File: config.mk
export PLATFORM = sky130hd
export DESIGN_NAME = hdr_weight_accum
export DESIGN_NICKNAME = d
export VERILOG_FILES = /design/src/rtl/hdr_pkg.sv /design/src/rtl/hdr_mul_reg.sv /design/src/rtl/hdr_weight_accum.sv
export SDC_FILE = /design/constraint.sdc
export NUM_CORES = 1
export LEC_CHECK = 0
export BUFFER_PORTS_ARGS = -buffer_cell sky130_fd_sc_hd__buf_2
export CAP_MARGIN = 5
export CORE_ASPECT_RATIO = 0.7
export CORE_UTILIZATION = 40
export CTS_CLUSTER_SIZE = 24
export DETAILED_ROUTE_END_ITERATION = 12
export SLEW_MARGIN = 20
export SYNTH_ARGS = -nofsm -noshare
export SYNTH_HDL_FRONTEND = slang
export SYNTH_SLANG_ARGS = --single-unit
File: constraint.sdc
create_clock -name clk -period 7.1 [get_ports clk]
set_clock_uncertainty 0.05 [all_clocks]
set_input_delay 0.71 -clock clk [delete_from_list [all_inputs] [get_ports clk]]
set_output_delay 0.71 -clock clk [all_outputs]
set_load 0.02 [all_outputs]
File: src/rtl/hdr_pkg.sv
// Shared widths and result type for the HDR merge accumulator.
// The derived widths guarantee the sums cannot overflow for up to 2^ACC_GUARD beats.
package hdr_pkg;

    localparam int W_WIDTH   = 8;
    localparam int V_WIDTH   = 16;
    localparam int N_EXP     = 3;
    localparam int ACC_GUARD = 4;

    localparam int PROD_W   = W_WIDTH + V_WIDTH + 1;
    localparam int WSUM_W   = W_WIDTH + ACC_GUARD;
    localparam int ACC_WV_W = PROD_W + ACC_GUARD;
    localparam int CNT_W    = 4;

    typedef struct packed {
        logic [WSUM_W-1:0]          wsum;
        logic signed [ACC_WV_W-1:0] wvsum;
        logic                       zero;
        logic                       err;
    } hdr_result_t;

    function automatic logic signed [ACC_WV_W-1:0] sext_prod(input logic signed [PROD_W-1:0] p);
        return {{(ACC_WV_W-PROD_W){p[PROD_W-1]}}, p};
    endfunction

endpackage

File: src/rtl/hdr_mul_reg.sv
// Stage-1 registered unsigned-weight x signed-value multiplier, kept separate so
// the multiply-plus-register maps cleanly onto a single DSP slice.
module hdr_mul_reg
    import hdr_pkg::*;
(
    input  logic                     clk,
    input  logic                     reset_n,
    input  logic                     en,
    input  logic [W_WIDTH-1:0]       weight,
    input  logic signed [V_WIDTH-1:0] value,
    output logic signed [PROD_W-1:0] prod
);

    logic signed [PROD_W-1:0] a_ext;
    logic signed [PROD_W-1:0] b_ext;

    // Zero-extended weight keeps the product signed without losing weight bit 7.
    assign a_ext = {{(PROD_W-W_WIDTH){1'b0}}, weight};
    assign b_ext = {{(PROD_W-V_WIDTH){value[V_WIDTH-1]}}, value};

    always_ff @(posedge clk or negedge reset_n) begin
        if (!reset_n) begin
            prod <= '0;
        end else if (en) begin
            prod <= a_ext * b_ext;
        end
    end

endmodule

File: src/rtl/hdr_weight_accum.sv
// Per-pixel accumulator producing sum(w) and sum(w*v) over one beat per exposure,
// with an error flag when the pixel's beat count differs from N_EXP.
module hdr_weight_accum
    import hdr_pkg::*;
(
    input  logic                        clk,
    input  logic                        reset_n,
    input  logic                        s_valid,
    output logic                        s_ready,
    input  logic [W_WIDTH-1:0]          s_weight,
    input  logic signed [V_WIDTH-1:0]   s_value,
    input  logic                        s_last,
    output logic                        m_valid,
    input  logic                        m_ready,
    output logic [WSUM_W-1:0]           m_wsum,
    output logic signed [ACC_WV_W-1:0]  m_wvsum,
    output logic                        m_zero,
    output logic                        m_err
);

    logic                       stall;
    logic                       accept;
    logic                       load;
    logic                       p1_valid;
    logic                       p1_last;
    logic [W_WIDTH-1:0]         p1_w;
    logic signed [PROD_W-1:0]   p1_prod;
    logic [WSUM_W-1:0]          acc_w;
    logic signed [ACC_WV_W-1:0] acc_wv;
    logic [CNT_W-1:0]           cnt;
    logic [CNT_W:0]             cnt_inc;
    logic [WSUM_W-1:0]          wsum_next;
    logic signed [ACC_WV_W-1:0] wvsum_next;
    hdr_result_t                res;

    // A held, unconsumed result freezes the whole pipeline.
    assign stall  = m_valid & ~m_ready;
    assign s_ready = ~stall;
    assign accept = s_valid & s_ready;
    assign load   = p1_valid & p1_last & ~stall;

    assign cnt_inc    = {1'b0, cnt} + 1'b1;
    assign wsum_next  = acc_w + WSUM_W'(p1_w);
    assign wvsum_next = acc_wv + sext_prod(p1_prod);

    hdr_mul_reg u_mul (
        .clk     (clk),
        .reset_n (reset_n),
        .en      (accept),
        .weight  (s_weight),
        .value   (s_value),
        .prod    (p1_prod)
    );

    always_ff @(posedge clk or negedge reset_n) begin
        if (!reset_n) begin
            p1_valid <= 1'b0;
            p1_last  <= 1'b0;
            p1_w     <= '0;
        end else if (!stall) begin
            p1_valid <= accept;
            if (accept) begin
                p1_w    <= s_weight;
                p1_last <= s_last;
            end
        end
    end

    // The beat count saturates so that over-long pixels can never alias back to N_EXP.
    always_ff @(posedge clk or negedge reset_n) begin
        if (!reset_n) begin
            acc_w  <= '0;
            acc_wv <= '0;
            cnt    <= '0;
        end else if (p1_valid && !stall) begin
            if (p1_last) begin
                acc_w  <= '0;
                acc_wv <= '0;
                cnt    <= '0;
            end else begin
                acc_w  <= wsum_next;
                acc_wv <= wvsum_next;
                cnt    <= (cnt == '1) ? cnt : cnt_inc[CNT_W-1:0];
            end
        end
    end

    always_ff @(posedge clk or negedge reset_n) begin
        if (!reset_n) begin
            m_valid <= 1'b0;
            res     <= '0;
        end else if (load) begin
            m_valid    <= 1'b1;
            res.wsum   <= wsum_next;
            res.wvsum  <= wvsum_next;
            res.zero   <= (wsum_next == '0);
            res.err    <= (cnt_inc != (CNT_W+1)'(N_EXP));
        end else if (m_valid && m_ready) begin
            m_valid <= 1'b0;
        end
    end

    assign m_wsum  = res.wsum;
    assign m_wvsum = res.wvsum;
    assign m_zero  = res.zero;
    assign m_err   = res.err;

endmodule

## Word level (Yosys, flattened, before mapping)

Cells that the tools add are included.

| cells by class | value |
|---|---|
| $add $sub $neg | 3 |
| multipliers | 1 |
| divide/modulo/power cells | 0 |
| order comparisons | 0 |
| equal/unequal tests | 3 |
| shifts and indexed selects | 0 |
| mux-type cells | 6 |
| bitwise operators | 6 |
| reduce and logical (&&, ||, !) cells | 7 |

Operators with widths:

| cell | number |
|---|---|
| $add A29 B25 Y29 | 1 |
| $mux W29 | 1 |
| $mul A9 B16 Y25 | 1 |
| $add A12 B8 Y12 | 1 |
| $logic_not A12 Y1 | 1 |
| $mux W12 | 1 |
| $mux W4 | 2 |
| $add A4 B1 Y5 const B | 1 |
| $ne A5 B2 Y1 const B | 1 |
| $and A1 B1 Y1 | 4 |
| $eq A4 B4 Y1 const B | 1 |
| $reduce_and A2 Y1 | 2 |
| $logic_and A1 B1 Y1 | 2 |
| $mux W1 | 2 |
| $ne A2 B2 Y1 const B | 1 |
| $not A1 Y1 | 2 |
| $reduce_bool A2 Y1 | 1 |
| $logic_not A1 Y1 | 1 |

| storage, ports and cells | value |
|---|---|
| flip-flop bits (word level) | 124 |
| latch bits | 0 |
| RAM bits | 0 |
| memory bits (read-only) | 0 |
| input bits | 29 |
| output and inout bits | 45 |
| logic and storage cells | 38 |
| memories kept | 0 |

## Longest topological paths before layout

Gate-level depths: netlist (run 1).

| logic depth | value |
|---|---|
| depth in word-level cells | 5 |
| gate-level depth with buffers | 19 |
| mapped depth without buffers | 18 |

## Hierarchy

From an unflattened synthesis (run 1), not the netlist that was laid out.

| unflattened totals | value |
|---|---|
| cell total of the unflattened synthesis | 1,216 |
| area, all modules | 11,448.5 um^2 |

By module, submodules not included:

| module | instances | cells an instance | area an instance (um^2) | seq. area each (um^2) |
|---|---|---|---|---|
| hdr_mul_reg | 1 | 646 | 5,734.2 | 625.6 |
| hdr_weight_accum | 1 | 570 | 5,714.2 | 2,477.4 |

## Worst setup path after synthesis (run 1)

Ideal clock, no wire load.

| timing | value |
|---|---|
| path type | in2reg |
| start point | in s_weight[2] |
| end point | reg u_mul.prod[24] |
| library setup time | 126 ps |
| data arrival time | 5,134 ps |
| required time | 6,924 ps |
| path slack | 1,790 ps |
| stages on the path | 18 |
| path buffers | 2 |
| cells stage by stage | clkbuf_1 > clkbuf_1 > nand2_1 > fa_1 > inv_1 > fa_1 > fa_1 > inv_1 > fa_1 > inv_1 > ha_1 > a211o_1 > a31o_2 > a21oi_1 > o21ai_1 > o311ai_1 > mux2i_1 > nand3_1 |

| on the way | value |
|---|---|
| word-level cells in the longest chain between the ends | 1 |

Ends and longest elaborated chain:

| element | RTL line | RTL |
|---|---|---|
| start, declared | hdr_weight_accum.sv:10 | `input logic [W_WIDTH-1:0] s_weight,` |
| $mul A9 B16 Y25 | hdr_mul_reg.sv:25 | `prod <= a_ext * b_ext;` |
| end signal, assigned | hdr_mul_reg.sv:25 |  |
| end, declared | hdr_mul_reg.sv:11 | `output logic signed [PROD_W-1:0] prod` |

No other way between the ends.
A chain may end at the register's enable or synchronous reset.

## Final worst setup path (run 1)

| timing | value |
|---|---|
| start point | in s_weight[0] |
| end point | reg u_mul.prod[21] |

The elaborated chain is that of the path after synthesis.

==> summary.md, run 1 <==
| Metric | Value |
|---|---|
| Post-route minimum period | `roughly 5.1 ns` |
| Dpl cells | `1691` |
| NetSw | `roughly 2.6 mW` |
| Leak Pwr | `6.47 nW` |
| Peak supply drop | `about 0.16 mV` |
| Synth Net Count | `1510` |
| Worst Setup End Kind | `register` |
| FP Rows | `51` |
| Relative slew slack | `0.378` |
| Via count | `about 9000` |
| Area growth, synth to finish | `11.1%` |
| Final Cycle Share | `0.716` |
| Residual DRC count | `0` |
| Async SR Flop Fraction | `1.00` |
| Area contributors post-synth | `dfrtp_1 (27%), fa_1 (18%), ha_1 (9.6%), nand2_1 (7.8%), inv_1 (5.5%)` |
| Switching portion of total power | `0.469` |
| Port Buffers | `73` |
| Vias in the first global route | `between 9000 and 10000` |
| Sinks on Clock Net | `~120` |
| Post-CTS setup buffer count | `0` |
| Type of origin of the critical path | `input port` |
| Synth Instances | `between 1000 and 1500` |
| Critical R2R Launch | `u_mul.prod[0]` |
| Synth Flop Type | `dfrtp_1` |
| FF+latch count, synth | `between 100 and 150` |
| CTS tree | `built` |
| Overflow after GRT | `0` |
| Synth top area share | `0.270` |
| Commonest non-fill, non-tap cell in the layout | `nand2_1` |
| Final ANT Viol Nets | `0` |
| Crit path from | `s_weight[0]` |
| Clk slew on worst S/H paths | `approximately 0.06 ns` |
| Total Routed Length | `about 27000 um` |
| Starting Density | `0.410` |
| Post-CTS sizing | `0` |
| Core ar. | `approximately 28000 um2` |
| Die Span Y | `144 um` |
| Clock latency on the worst-skew pair | `0.42 ns` |
| Final setup fails | `0` |
| Worst EP arrival | `about 5.3 ns` |
| Avg Inst Size Synth | `~8.9 um2` |
| RSZ-0062 raised after global routing | `false` |
| Max-slew violations | `0` |
| Post-Syn Area | `~11000 um2` |
| GRT Total Usage | `0.197` |
| CTS buffer count | `17` |
| Non-filler cells, final | `about 1700` |
| Max-Cap Viols | `0` |
| First-pass GRT wire length | `45700 um` |
| Fmax | `about 200 MHz` |
| Final Power | `between 5 and 6 mW` |
| DR pass1 iterations | `5` |
| Die boundary width | `approximately 200 um` |
| Layout cells sized above 1 | `0.108` |
| Combinational power share | `0.620` |
| Status | `completed` |
| RePlAce Congestion | `~0.85` |
| Internal cell power | `around 2.9 mW` |
| Commonest cells after routing, fill and taps aside | `nand2_1 (238), inv_1 (169), dfrtp_1 (124)` |
| Worst setup path class | `input port to register` |
| Hold WC Path Type | `input port to asynchronous set/reset pin` |
| Via/cell ratio | `~5.2` |
| Slew @ Worst Pin | `around 0.93 ns` |
| Flop pwr share | `0.214` |
| Area leader, netlist | `dfrtp_1` |
| Die area | `roughly 30000 um2` |
| Final hold vios | `0` |
| Final net count | `1560` |
| Netlist cell types | `74` |
| CP Max Fanout | `17` |
| Post-synth EDFFs | `0` |
| Hpwl dp | `20500 um` |
| H-tree depth | `4` |
| Finished Core Util | `0.456` |
| Initial antenna violation count | `0` |
| DR iter-0 viols | `540` |
| Clock share of power | `0.166` |
| Maximum buffer depth of the clock tree | `2` |
| Routed WL per cell | `between 15 and 20 um` |
| Post-synthesis sequential area ratio | `0.270` |
| Synth warnings | `0` |
| Post-CTS Hold Fix Bufs | `0` |
| Setup TNS | `0 ns` |
| Power Density | `between 400 and 500 nW/um2` |
| Worst Path Required | `7.35 ns` |
| # IOs | `74` |
| Pin count of the biggest net entering global routing | `between 60 and 70` |
| CTS root buffer | `clkbuf_16` |
==> power groups by stage <==
stage	sequential, mW	clock (mW)	combinational, mW
after floorplan	1.27	0	2.55
after global placement	1.20	0	3.39
after detailed placement	1.20	0	3.44
after CTS	1.19	0.934	3.46
after global routing	1.23	0.970	3.92
final	1.19	0.920	3.44
==> cells by family after synthesis <==
kind of cell               count (synthesis)  share of synthesized area
buffers and inverters                    217                     0.0755
AOI/OAI and AO/OA                        246                      0.140
DFF                                      124                      0.270
and+or+nand+nor                          447                      0.187
xor gates and xnor gates                  51                     0.0389
adders and majority gates                192                      0.277
muxes                                     12                     0.0115
==> sequential cells by signal, summed over array words and instances, names as in the netlist <==
register,flops
u_mul.prod,25
m_zero,1
m_valid,1
m_wvsum,29
p1_last,1
acc_w,12
p1_valid,1
m_err,1
p1_w,8
m_wsum,12
cnt,4
acc_wv,29
==> routing by layer <==
layer / track usage / share of wire / up-vias
li1: - / - / 4353
met1: 0.283 / 0.50 / 4408
met2: 0.310 / 0.45 / 191
met3: 0.0308 / 0.039 / 24
met4: 0.0444 / 0.0096 / 0
met5: 0 / 0 / -
==> per-stage QoR <==
| step | instance area [um2] | hold slack, ns | setup slack, ns |
|---|---|---|---|
| 4_1_cts | 12800 | 0.348 | 2.05 |
| 5_1_grt | 12800 | 0.397 | 1.74 |
| 3_3_place_gp | 12100 | 0.406 | 1.68 |
| 6_report | 12800 | 0.325 | 2.02 |
| 2_1_floorplan | 11500 | 0.364 | 1.79 |
| 3_5_place_dp | 12100 | 0.410 | 1.60 |
==> synth_stat cells, types with 3 or more instances <==
cell and instances:
dfrtp_1 124, nor4b_1 3, buf_1 6, a21oi_1 58, a211o_1 3, nor3_1 16
and3_1 6, buf_2 4, nand4_1 9, or4_1 5, nand3b_1 6, a21boi_0 5
o31ai_1 11, xor2_1 24, inv_1 169, fa_1 104, a31oi_1 13, nand2_1 238
nor2b_1 9, or2_2 3, ha_1 88, nor2_1 33, and2_1 75, o21ai_0 70
nand3_1 22, a211oi_1 9, a22o_1 16, o21ai_1 3, buf_6 4, o21bai_1 5
xnor2_1 27, or3_1 5, a21o_1 18, o211ai_1 4, o21a_1 7, and4_1 3
mux2_2 10, clkbuf_1 31
==> area by class of cell <==
type	instances	area, um2
sequential	124	3100
fill	2692	15300
clock inverter	12	163
multi-input combinational	948	7520
timing repair buffer	79	413
clock buffer	20	467
inverter	169	634
antenna	1	2.50
tap	371	464
==> critical path, stage by stage <==
cell and delay [ns]:
buf_2 0.32, nand2_1 0.21, fa_1 0.70, inv_1 0.12, fa_1 0.52, inv_1 0.05, fa_1 0.49, fa_1 0.49
inv_1 0.04, ha_1 0.35, and3_1 0.24, nand2_1 0.12, a21boi_0 0.10, o21a_1 0.20, nor3_1 0.23, nor4b_1 0.08
or3_1 0.37
==> final timing paths <==
path | cells after the start | slack (ns) | endpoint
min reg2reg | 2 | 0.42 | m_wsum[3]
min | 1 | 0.33 | p1_w[0]
max reg2reg | 9 | 4.12 | m_wvsum[26]
max in group asynchronous | 2 | 5.35 | acc_wv[19]
min in group clk | 2 | 0.42 | m_wsum[3]
max | 17 | 2.02 | u_mul.prod[21]
No activity file was read; power rests on OpenSTA's default activity.
==> run 2: changes to the inputs <==
==> constraint.sdc (replaced) <==
create_clock -name clk -period 4.37 [get_ports clk]
set_clock_uncertainty 0.05 [all_clocks]
set_input_delay 0.437 -clock clk [delete_from_list [all_inputs] [get_ports clk]]
set_output_delay 0.437 -clock clk [all_outputs]
set_load 0.02 [all_outputs]
==> summary.md, run 2 (synthesized netlist as in run 1, its figures left out) <==
| Metric | Value |
|---|---|
| Reg-to-reg endpoint | `m_wvsum[26]` |
| Area growth, synth to finish | `21.5%` |
| Final Power | `~10 mW` |
| Relative slew slack | `0.438` |
| Peak supply drop | `approximately 0.36 mV` |
| Fmax | `about 230 MHz` |
| DR pass1 iterations | `5` |
| CP Max Fanout | `17` |
| Worst Path Required | `approximately 4.6 ns` |
| Status | `completed` |
| Final setup fails | `0` |
| Type of origin of the critical path | `input port` |
| Worst setup path class | `input port to register` |
| # IOs | `74` |
| Critical R2R Launch | `u_mul.prod[0]` |
| Area of placed instances | `13100 um2` |
| Final ANT Viol Nets | `0` |
| DR iter-0 viols | `around 550` |
| FP Rows | `51` |
| First-pass GRT wire length | `48300 um` |
| Clk slew on worst S/H paths | `around 0.06 ns` |
| FF-to-FF setup slack | `about 1.4 ns` |
| Pin count of the biggest net entering global routing | `just over 60` |
| Core ar. | `between 20000 and 30000 um2` |
| Dpl cells | `1782` |
| Leak Pwr | `7.00 nW` |
| Worst EP arrival | `~4.6 ns` |
| Max-Cap Viols | `0` |
| Die boundary width | `a little over 200 um` |
| Residual DRC count | `0` |
| Max-slew violations | `0` |
| Final Cycle Share | `0.993` |
| Initial antenna violation count | `0` |
| Total Routed Length | `approximately 29000 um` |
| H-tree depth | `4` |
| Setup TNS | `0 ns` |
| Vias in the first global route | `9554` |
| Die area | `29400 um2` |
| Layout cells sized above 1 | `0.222` |
| CTS tree | `built` |
| Register-to-Register Path Depth | `9` |
| CTS buffer count | `17` |
| CTS root buffer | `clkbuf_16` |
| Post-route minimum period | `between 4 and 5 ns` |
| Sinks on Clock Net | `~120` |
| Non-filler cells, final | `~1800` |
| Final instance area | `14000 um2` |
| Clock latency on the worst-skew pair | `approximately 0.42 ns` |
| Commonest cells after routing, fill and taps aside | `nand2_1 (220), inv_1 (158), dfrtp_1 (124)` |
| Slew @ Worst Pin | `between 0.8 and 0.9 ns` |
| Worst Setup End Kind | `register` |
| Final hold vios | `0` |
| Port Buffers | `73` |
| Fill cells | `approximately 2700` |
| RePlAce Congestion | `approximately 0.88` |
| Setup ws final | `roughly 0.032 ns` |
| Final net count | `~1700` |
| Power Density | `approximately 730 nW/um2` |
| N_diodes | `0` |
| Via count | `9286` |
| Maximum buffer depth of the clock tree | `2` |
| Die Span Y | `roughly 140 um` |
| Routed WL per cell | `roughly 16 um` |
| Hold WC Path Type | `input port to asynchronous set/reset pin` |
| GRT Total Usage | `0.206` |
| Commonest non-fill, non-tap cell in the layout | `nand2_1` |
| Overflow after GRT | `0` |
| Via/cell ratio | `between 5 and 6` |
| Hpwl dp | `22100 um` |
| Pre-CTS WS | `-0.518 ns` |
| Starting Density | `0.410` |
| RSZ-0062 raised after global routing | `true` |
==> run 2: worst max path at each step <==
| stage | start | cells past startpoint | end | slack [ns] |
|---|---|---|---|---|
| 2_1_floorplan | s_weight[1] | 18 | u_mul.prod[21] | -0.14 |
| 3_3_place_gp | s_weight[5] | 16 | u_mul.prod[24] | -0.48 |
| 3_5_place_dp | s_weight[5] | 16 | u_mul.prod[21] | -0.52 |
| 5_1_grt | s_weight[5] | 16 | u_mul.prod[21] | -0.13 |
| 6_report | s_weight[5] | 16 | u_mul.prod[21] | 0.03 |
| 4_1_cts | s_weight[3] | 16 | u_mul.prod[21] | 0.002 |
==> run 2: stage by stage <==
step / hold WS (ns) / util
6_report: 0.0320 / 0.498
5_1_grt: 0.0891 / 0.498
4_1_cts: 0.0651 / 0.485
3_5_place_dp: 0.409 / 0.466
3_3_place_gp: 0.404 / 0.466
2_1_floorplan: 0.0914 / -
==> run 2: critical path: stages <==
cell and delay (ns):
buf_8 0.14, and2_1 0.19, fa_2 0.59, fa_1 0.44, fa_1 0.51, inv_1 0.05
fa_1 0.48, inv_2 0.05, ha_4 0.25, or2_4 0.11, a31oi_2 0.09, o21bai_4 0.21
a2111oi_4 0.41, nor3_2 0.09, nor4b_2 0.16, or3_1 0.36
==> run 2: power by group <==
part | switching (mW) | total [mW] | internal [mW]
Combinational | 3.86 | 7.06 | 3.21
Clock | 0.539 | 1.26 | 0.720
Sequential | 0.297 | 1.91 | 1.61
==> run 2: layer usage <==
| layer | wire length, um | global-route usage | vias to the layer above |
|---|---|---|---|
| met1 | 14800 | 0.302 | 4556 |
| met2 | 12600 | 0.325 | 160 |
| met5 | 0 | 0 | - |
| li1 | - | - | 4552 |
| met3 | 944 | 0.0311 | 18 |
| met4 | 197 | 0.0314 | 0 |
==> run 2: area by class of cell <==
type / instances / area [um2] / share of cell area
clock inverters: 11 / 72.6 / 0.00520
well taps: 371 / 464 / 0.0333
repair buffers: 179 / 1340 / 0.0959
multi-input cells: 948 / 7900 / 0.566
inverters: 169 / 634 / 0.0455
flip-flops and latches: 124 / 3100 / 0.222
clock buffers: 21 / 440 / 0.0316
==> run 2: timing repair <==
item,CTS,global route
hold buffers,0,0
gates cloned,0,2
endpoints found under the setup margin,5,11
resized for setup,7,86
setup buffers,0,7
pin swaps,1,43
